$ cat config.mk
export PLATFORM = sky130hd
export DESIGN_NAME = alu_param
export DESIGN_NICKNAME = d
export VERILOG_FILES = /design/src/rtl/alu_param.sv
export SDC_FILE = /design/constraint.sdc
export NUM_CORES = 1
export LEC_CHECK = 0
export ABC_AREA = 1
export BUFFER_PORTS_ARGS = -buffer_cell sky130_fd_sc_hd__buf_2
export CAP_MARGIN = 10
export CORE_MARGIN = 3
export CORE_UTILIZATION = 45
export CTS_CLUSTER_DIAMETER = 120
export DETAILED_ROUTE_END_ITERATION = 12
export SLEW_MARGIN = 20
export SYNTH_ARGS = -nofsm -noshare
export SYNTH_HDL_FRONTEND = slang
export SYNTH_SLANG_ARGS = --single-unit
$ cat constraint.sdc
create_clock -name clk -period 2.8 [get_ports clk]
set_input_delay 0.7 -clock clk [delete_from_list [all_inputs] [get_ports clk]]
set_output_delay 0.7 -clock clk [all_outputs]
set_load 0.005 [all_outputs]
$ cat src/rtl/alu_param.sv
// alu_param: multi-cycle ALU (add/sub, radix-2 Booth multiply, non-restoring divide) with serial I/O.
// Define ALU_DIV_EN to build the divider; without it op_code 11 returns a zero word with err set.
module alu_param #(
    parameter int WIDTH = 8
) (
    input  logic             clk,
    input  logic             reset,
    input  logic             BEGIN,
    input  logic [1:0]       op_code,
    input  logic [WIDTH-1:0] inbus,
    output logic [WIDTH-1:0] outbus,
    output logic             END,
    output logic             busy,
    output logic [1:0]       flags,
    output logic [2:0]       o_dbg_state
);
    localparam int CW = $clog2(WIDTH + 1);
    localparam logic [1:0] OP_SUB = 2'b01;
    localparam logic [1:0] OP_MUL = 2'b10;
    localparam logic [1:0] OP_DIV = 2'b11;

    typedef enum logic [2:0] {S_IDLE, S_LOAD_X, S_LOAD_Y, S_EXEC, S_OUT_1, S_OUT_2} state_t;

    state_t           r_state, w_state;
    logic [1:0]       r_op, w_op;
    logic [WIDTH-1:0] r_x, w_x, r_m, w_m, r_q, w_q, r_out, w_out;
    logic [WIDTH:0]   r_a, w_a;
    logic             r_q1, w_q1, r_end, w_end, r_busy, w_busy;
    logic [CW-1:0]    r_cnt, w_cnt;
    logic [1:0]       r_flags, w_flags;

    logic [WIDTH-1:0] w_addsub;
    logic             w_ovf;
    logic [WIDTH:0]   w_m_sext, w_booth;

    // A carries one guard bit so Booth partial sums never wrap (e.g. M = most negative value).
    always_comb begin
        w_addsub = (r_op == OP_SUB) ? r_x - r_m : r_x + r_m;
        if (r_op == OP_SUB)
            w_ovf = (r_x[WIDTH-1] != r_m[WIDTH-1]) && (w_addsub[WIDTH-1] != r_x[WIDTH-1]);
        else
            w_ovf = (r_x[WIDTH-1] == r_m[WIDTH-1]) && (w_addsub[WIDTH-1] != r_x[WIDTH-1]);
        w_m_sext = {r_m[WIDTH-1], r_m};
        case ({r_q[0], r_q1})
            2'b01:   w_booth = r_a + w_m_sext;
            2'b10:   w_booth = r_a - w_m_sext;
            default: w_booth = r_a;
        endcase
    end

`ifdef ALU_DIV_EN
    logic [WIDTH:0] w_m_zext, w_div_sh, w_div_a, w_div_fix;
    always_comb begin
        w_m_zext  = {1'b0, r_m};
        w_div_sh  = {r_a[WIDTH-1:0], r_q[WIDTH-1]};
        w_div_a   = r_a[WIDTH] ? w_div_sh + w_m_zext : w_div_sh - w_m_zext;
        w_div_fix = r_a[WIDTH] ? r_a + w_m_zext : r_a;
    end
`endif

    // Outputs are computed for the state being entered, so outbus/END/flags/busy come straight from flops.
    always_comb begin
        w_state = r_state;
        w_op    = r_op;
        w_x     = r_x;
        w_m     = r_m;
        w_a     = r_a;
        w_q     = r_q;
        w_q1    = r_q1;
        w_cnt   = r_cnt;
        w_busy  = r_busy;
        w_out   = '0;
        w_end   = 1'b0;
        w_flags = 2'b00;
        case (r_state)
            S_IDLE: begin
                if (BEGIN) begin
                    w_op    = op_code;
                    w_busy  = 1'b1;
                    w_state = S_LOAD_X;
                end
            end
            S_LOAD_X: begin
                w_x     = inbus;
                w_state = S_LOAD_Y;
            end
            S_LOAD_Y: begin
                w_m     = inbus;
                w_a     = '0;
                w_q     = r_x;
                w_q1    = 1'b0;
                w_cnt   = '0;
                w_state = S_EXEC;
`ifndef ALU_DIV_EN
                if (r_op == OP_DIV) begin
                    w_end   = 1'b1;
                    w_flags = 2'b10;
                    w_state = S_OUT_1;
                end
`endif
            end
            S_EXEC: begin
                if (r_op == OP_MUL) begin
                    w_a   = {w_booth[WIDTH], w_booth[WIDTH:1]};
                    w_q   = {w_booth[0], r_q[WIDTH-1:1]};
                    w_q1  = r_q[0];
                    w_cnt = r_cnt + 1'b1;
                    if (r_cnt == CW'(WIDTH - 1)) begin
                        w_out   = w_booth[WIDTH:1];
                        w_state = S_OUT_1;
                    end
`ifdef ALU_DIV_EN
                end else if (r_op == OP_DIV) begin
                    if (r_m == '0) begin
                        w_q     = '1;
                        w_a     = {1'b0, r_x};
                        w_out   = '1;
                        w_state = S_OUT_1;
                    end else if (r_cnt == CW'(WIDTH)) begin
                        w_a     = w_div_fix;
                        w_out   = r_q;
                        w_state = S_OUT_1;
                    end else begin
                        w_a   = w_div_a;
                        w_q   = {r_q[WIDTH-2:0], ~w_div_a[WIDTH]};
                        w_cnt = r_cnt + 1'b1;
                    end
`endif
                end else if (r_op != OP_DIV) begin
                    w_out   = w_addsub;
                    w_end   = 1'b1;
                    w_flags = {1'b0, w_ovf};
                    w_state = S_OUT_1;
                end else begin
                    w_busy  = 1'b0;
                    w_state = S_IDLE;
                end
            end
            S_OUT_1: begin
                if (r_end) begin
                    w_busy  = 1'b0;
                    w_state = S_IDLE;
                end else begin
                    w_out   = (r_op == OP_MUL) ? r_q : r_a[WIDTH-1:0];
                    w_end   = 1'b1;
                    w_flags = (r_op == OP_DIV && r_m == '0) ? 2'b10 : 2'b00;
                    w_state = S_OUT_2;
                end
            end
            S_OUT_2: begin
                w_busy  = 1'b0;
                w_state = S_IDLE;
            end
            default: begin
                w_busy  = 1'b0;
                w_state = S_IDLE;
            end
        endcase
    end

    always_ff @(posedge clk or negedge reset) begin
        if (!reset) begin
            r_state <= S_IDLE;
            r_op    <= 2'b00;
            r_x     <= '0;
            r_m     <= '0;
            r_a     <= '0;
            r_q     <= '0;
            r_q1    <= 1'b0;
            r_cnt   <= '0;
            r_out   <= '0;
            r_end   <= 1'b0;
            r_busy  <= 1'b0;
            r_flags <= 2'b00;
        end else begin
            r_state <= w_state;
            r_op    <= w_op;
            r_x     <= w_x;
            r_m     <= w_m;
            r_a     <= w_a;
            r_q     <= w_q;
            r_q1    <= w_q1;
            r_cnt   <= w_cnt;
            r_out   <= w_out;
            r_end   <= w_end;
            r_busy  <= w_busy;
            r_flags <= w_flags;
        end
    end

    assign outbus      = r_out;
    assign END         = r_end;
    assign busy        = r_busy;
    assign flags       = r_flags;
    assign o_dbg_state = r_state;

endmodule

After elaboration in Yosys (flattened, before gate mapping). Cells that the tools add are included.

Equality and inequality tests: 20. Add/subtract/negate cells: 5. Reduce and logical (&&, ||, !) cells: 11. Bitwise gates (word level): 1. Mux-type cells: 40.

Operators with widths (number): $mux 8 (7); $pmux 9 s2 (2); $pmux 8 s2 (2); $mux 3 (6); $pmux 3 s5 (1); $mux 1 (12); $ne 2x2->1 const B (6); $add 9x9->9 (1); $mux 9 (1); $sub 9x9->9 (1); $add 8x8->8 (1); $logic_not 8->1 (1); $pmux 4 s2 (1); $sub 8x8->8 (1); $eq 2x2->1 const B (3); $eq 3x2->1 const B (2); $mux 2 (3); $pmux 2 s3 (1); $reduce_and 2->1 (3); $reduce_and 5->1 (1); $add 4x1->4 const B (1); $eq 2x1->1 const B (2); $eq 4x3->1 const B (1); $mux 4 (1); other kinds (13) (16).

Register bits: 55. Logic and storage cells: 89. Output and inout bits: 15.

Depth between registers and ports, before layout.
Depth in word-level cells: 8. Depth in mapped cells: 20.

Worst setup path after synthesis. No wires, ideal clock.

Path kind: flip-flop to flip-flop. Start point: reg r_m[0]. End point: reg r_a[7]. Setup time: 126 ps. Stages on the path, launching flop included: 21. Clock period less this slack: 2331 ps. Arrival: 2205 ps. Slack: 469 ps. Path buffers: 0. Data required time: 2674 ps. Cell sequence: dfrtp_1 -> inv_1 -> ha_1 -> nand2_1 -> nor3_1 -> xor2_1 -> nand2_1 -> o21ai_0 -> ha_1 -> nand2_1 -> inv_1 -> nand2_1 -> nand2_1 -> inv_1 -> nand2_1 -> nand3_1 -> nand3_1 -> nand2_1 -> nand2_1 -> nand2_1 -> o21ai_0.

Word-level cells in the longest chain between the ends: 4. Elaborated cells between the ends (all ways): 5.

Ends and longest elaborated chain: start, declared (RTL line 26) `logic [WIDTH-1:0] r_x, w_x, r_m, w_m, r_q, w_q, r_out, w_out;`; start signal, assigned (RTL line 179) `r_m <= w_m;`; $sub 9x9->9 / $add 9x9->9 (equally long branches) (RTL line 46, 45); $pmux 9 s2 (*) (RTL line 44) `case ({r_q[0], r_q1})`; $mux 9 (*) (RTL line 103) `if (r_op == OP_MUL) begin`; $pmux 9 s2 (*) (RTL line 75) `case (r_state)`; end signal, assigned (RTL line 180) `r_a <= w_a;`; end, declared (RTL line 27) `logic [WIDTH:0] r_a, w_a;`.

Every way passes the cells marked *; elsewhere a longest branch is shown, timed or not. The select of a mux whose other input is x is not followed. A chain may end at the register's enable or synchronous reset.

Worst setup path after layout.
Start point: reg r_m[2]. End point: reg r_a[7].

Same word-level chain as after synthesis.

==> impl_metrics.json <==
{
  "most-common-layout-cells": "127 x nand2_1, 59 x inv_1, 53 x dfrtp_1",
  "worstPathCellList": "inv_1 > nand3_2 > nor2_2 > nand2_1 > xnor2_1 > nand2_1 > o21ai_0 > ha_1 > nand2_1 > nand2_1 > nand2_1 > nand2_1 > inv_1 > nand2_1 > nand3_1 > nand3_1 > nand2_1 > nand2_1 > nand2_1 > o21ai_0",
  "tightestPinTransition_ps": 595.6,
  "post_route_cells_drive_above_1_share_pct": 15.79,
  "worst_reg_to_reg_setup_slack_ps": 160,
  "first_iter_violations": 250,
  "insertion_delay_ps": 320,
  "final.setup.tns_ps": 0,
  "cts_stage_hold_buffer_count": 0,
  "synthDistinctLibCells": 39,
  "worst-r2r-cell-count": 20,
  "final-hold-violation-count": 0,
  "syn_avg_cell_area_um2": 7.548,
  "chipHeight_um": 93.84,
  "final_cells": 593,
  "worst_path_most_repeated_cell": "nand2_1",
  "clock-sinks": 54,
  "worstSetupStartpointType": "flop",
  "ys.flop_type": "dfrtp_1",
  "min-delay-path-class": "in2async",
  "max_cap_viol_count": 0,
  "final_min_period_over_clock_period_pct": 94.38,
  "first_global_vias": 2917,
  "area_occupied_by_multi_input_gates_um2": 1832,
  "fill_cells": 755,
  "wl_per_cell_um": 15.97,
  "detailedRoute.firstPassIterationCount": 4,
  "skew_ps": 10.88,
  "io_buffer_count": 27,
  "rd_place_congestion": 0.9572,
  "final_net_count": 526,
  "cp_slowest_stage_delay_ps": 460,
  "largest_net_degree_at_the_start_of_global_routing": 32,
  "outcome": "completed",
  "die_x_um": 93.84,
  "ys_ff_latch": 54,
  "totalWireLength_mm": 9.469,
  "fmax_mhz": 378.4,
  "area.growth.synth_to_final_pct": 11.86,
  "ctsRootBufferMaster": "clkbuf_8",
  "timing.final.setup_violations": 0,
  "number_of_enable_flip_flop_cells_after_synthesis": 0,
  "tritoncts": "done",
  "detail-route-antenna-nets": 0,
  "timing.critical_path.fanout_max": 5,
  "synthesis.nets": 493,
  "vias_per_cell": 5.226,
  "row_count": 31,
  "htree_levels": 2,
  "commonest_non_fill_non_tap_cell_in_the_layout": "nand2_1",
  "remaining_drc_errors": 0,
  "cts_inserted_buffers": 5,
  "die-area_um2": 8806,
  "number_of_top_level_design_ports": 28,
  "drv_slew": 0,
  "path_clk_slew_ps": 110,
  "synth-warning-count": 0,
  "global_router_s_overall_resource_usage_pct": 22.40,
  "synthCells": 460,
  "antenna_violations_before_repair": 0,
  "timing.setup.critical_path_class": "reg2reg",
  "timing.critical_path.required_ps": 2990,
  "dp_hpwl_mm": 7.282,
  "rsz0062_at_grt": "true",
  "dr_total_vias": 3099,
  "antenna_cells_inserted": 0,
  "global_route.overflow_total": 0,
  "critical_path_arrival_ps": 2830,
  "max-clock-path-buffers": 2,
  "start_util_pct": 47.11,
  "worst_slew_margin_rel_pct": 60.15,
  "finalCriticalPeriod_ps": 2643,
  "seq_area_frac_synth_pct": 38.92,
  "cp-end-kind": "flop",
  "synth.cell_area_um2": 3472,
  "register_area_um2": 1353,
  "critical_path.slowest_cell": "dfrtp_2",
  "floorplan.core_area_um2": 7370,
  "asyncSetResetFlopFracSynth_pct": 100.0,
  "place.detailed.instances": 580,
  "grt_first_pass_wirelength_mm": 15.10
}
-- metrics by stage --
stage / setup slack (ps) / hold slack [ps] / utilization (%) / instance area, um2
after floorplan: 469.0 / 404.4 / - / 3472
after global placement: 122.3 / 490.0 / 50.34 / 3710
after detailed placement: 88.68 / 499.0 / 50.34 / 3710
after CTS: 50.50 / 376.8 / 51.65 / 3806
after global routing: -60.90 / 403.7 / 52.70 / 3884
final: 157.5 / 376.0 / 52.70 / 3884
-- cell type report --
class / count / area share, %
Clock inverter: 3 / 0.7088
Clock buffer: 5 / 1.772
Tap cell: 99 / 3.189
Multi-Input combinational cell: 327 / 47.17
Inverter: 68 / 6.604
Timing Repair Buffer: 37 / 5.735
Sequential cell: 54 / 34.83
-- synth_stat cells, types with 2 or more instances --
cell | count | area [um2]
nand3_2 | 3 | 30.03
inv_1 | 61 | 229.0
xnor2_1 | 3 | 26.28
fa_1 | 2 | 40.04
o221ai_1 | 4 | 35.03
o211ai_1 | 5 | 37.54
o22ai_1 | 2 | 12.51
clkbuf_1 | 4 | 15.01
ha_1 | 18 | 225.2
or2_1 | 2 | 12.51
a31oi_1 | 3 | 18.77
inv_2 | 6 | 22.52
buf_6 | 3 | 33.78
nand2_1 | 129 | 484.2
nor2_1 | 20 | 75.07
a21oi_1 | 15 | 75.07
xor2_1 | 9 | 78.83
nand4_1 | 4 | 25.02
nor3_1 | 4 | 20.02
a22oi_1 | 7 | 52.55
dfrtp_1 | 54 | 1351
o21ai_0 | 44 | 220.2
o21ai_1 | 3 | 15.01
buf_2 | 3 | 15.01
nand3_1 | 36 | 180.2
nand2_2 | 3 | 18.77
-- critical path, delay by kind of cell (launching register included) --
kind            cells  cell delay, ps
xor+xnor            1             230
simple gates       14            1120
fa+ha+maj           1             330
flops               1             460
buf+inv             2             170
compound gates      2             200
-- cells by family (layout without fill, tap and decap cells) --
family,count (synthesis),in the layout,synth area share (%)
AO/OA/AOI/OAI,88,88,14.85
XOR/XNOR,12,12,3.027
adder cells (fa/ha/maj),20,20,7.640
buffers and inverters,79,113,9.441
flip-flops,54,54,38.92
multiplexers,1,1,0.3243
AND/OR/NAND/NOR,206,206,25.80
-- what timing repair did --
item / in CTS / in global routing
hold endpoints to repair: 0 / 0
setup buffers: 0 / 5
endpoints found under the setup margin: 0 / 5
gates resized for setup: 0 / 15
-- state kept, by name, indices dropped and copies added, names as in the netlist --
| register | count |
|---|---|
| END | 1 |
| busy | 1 |
| flags | 2 |
| o_dbg_state | 3 |
| outbus | 8 |
| r_a | 8 |
| r_cnt | 4 |
| r_m | 8 |
| r_op | 2 |
| r_q | 8 |
| r_q1 | 1 |
| r_x | 8 |
-- final timing paths --
check	start	to
min	reset	outbus[5]
min in group clk	r_q[5]	r_q[5]
min reg2reg	r_q[5]	r_q[5]
max in group asynchronous	reset	r_m[2]
max	r_m[2]	r_a[7]
max reg2reg	r_m[2]	r_a[7]
-- routing by layer --
metal  up-vias  GRT usage [%]  share of wire (%)  wire, um
li1       1567              -                  -         -
met1      1436          33.15                 48      4529
met2        85          34.42                 45      4297
met3        11          2.564                4.8       455
met4         0          6.498                2.0       187
met5         -              0                  0         0
Power is not shown: default switching activity piles up to over one toggle a cycle in this logic, so the estimate is an artifact.
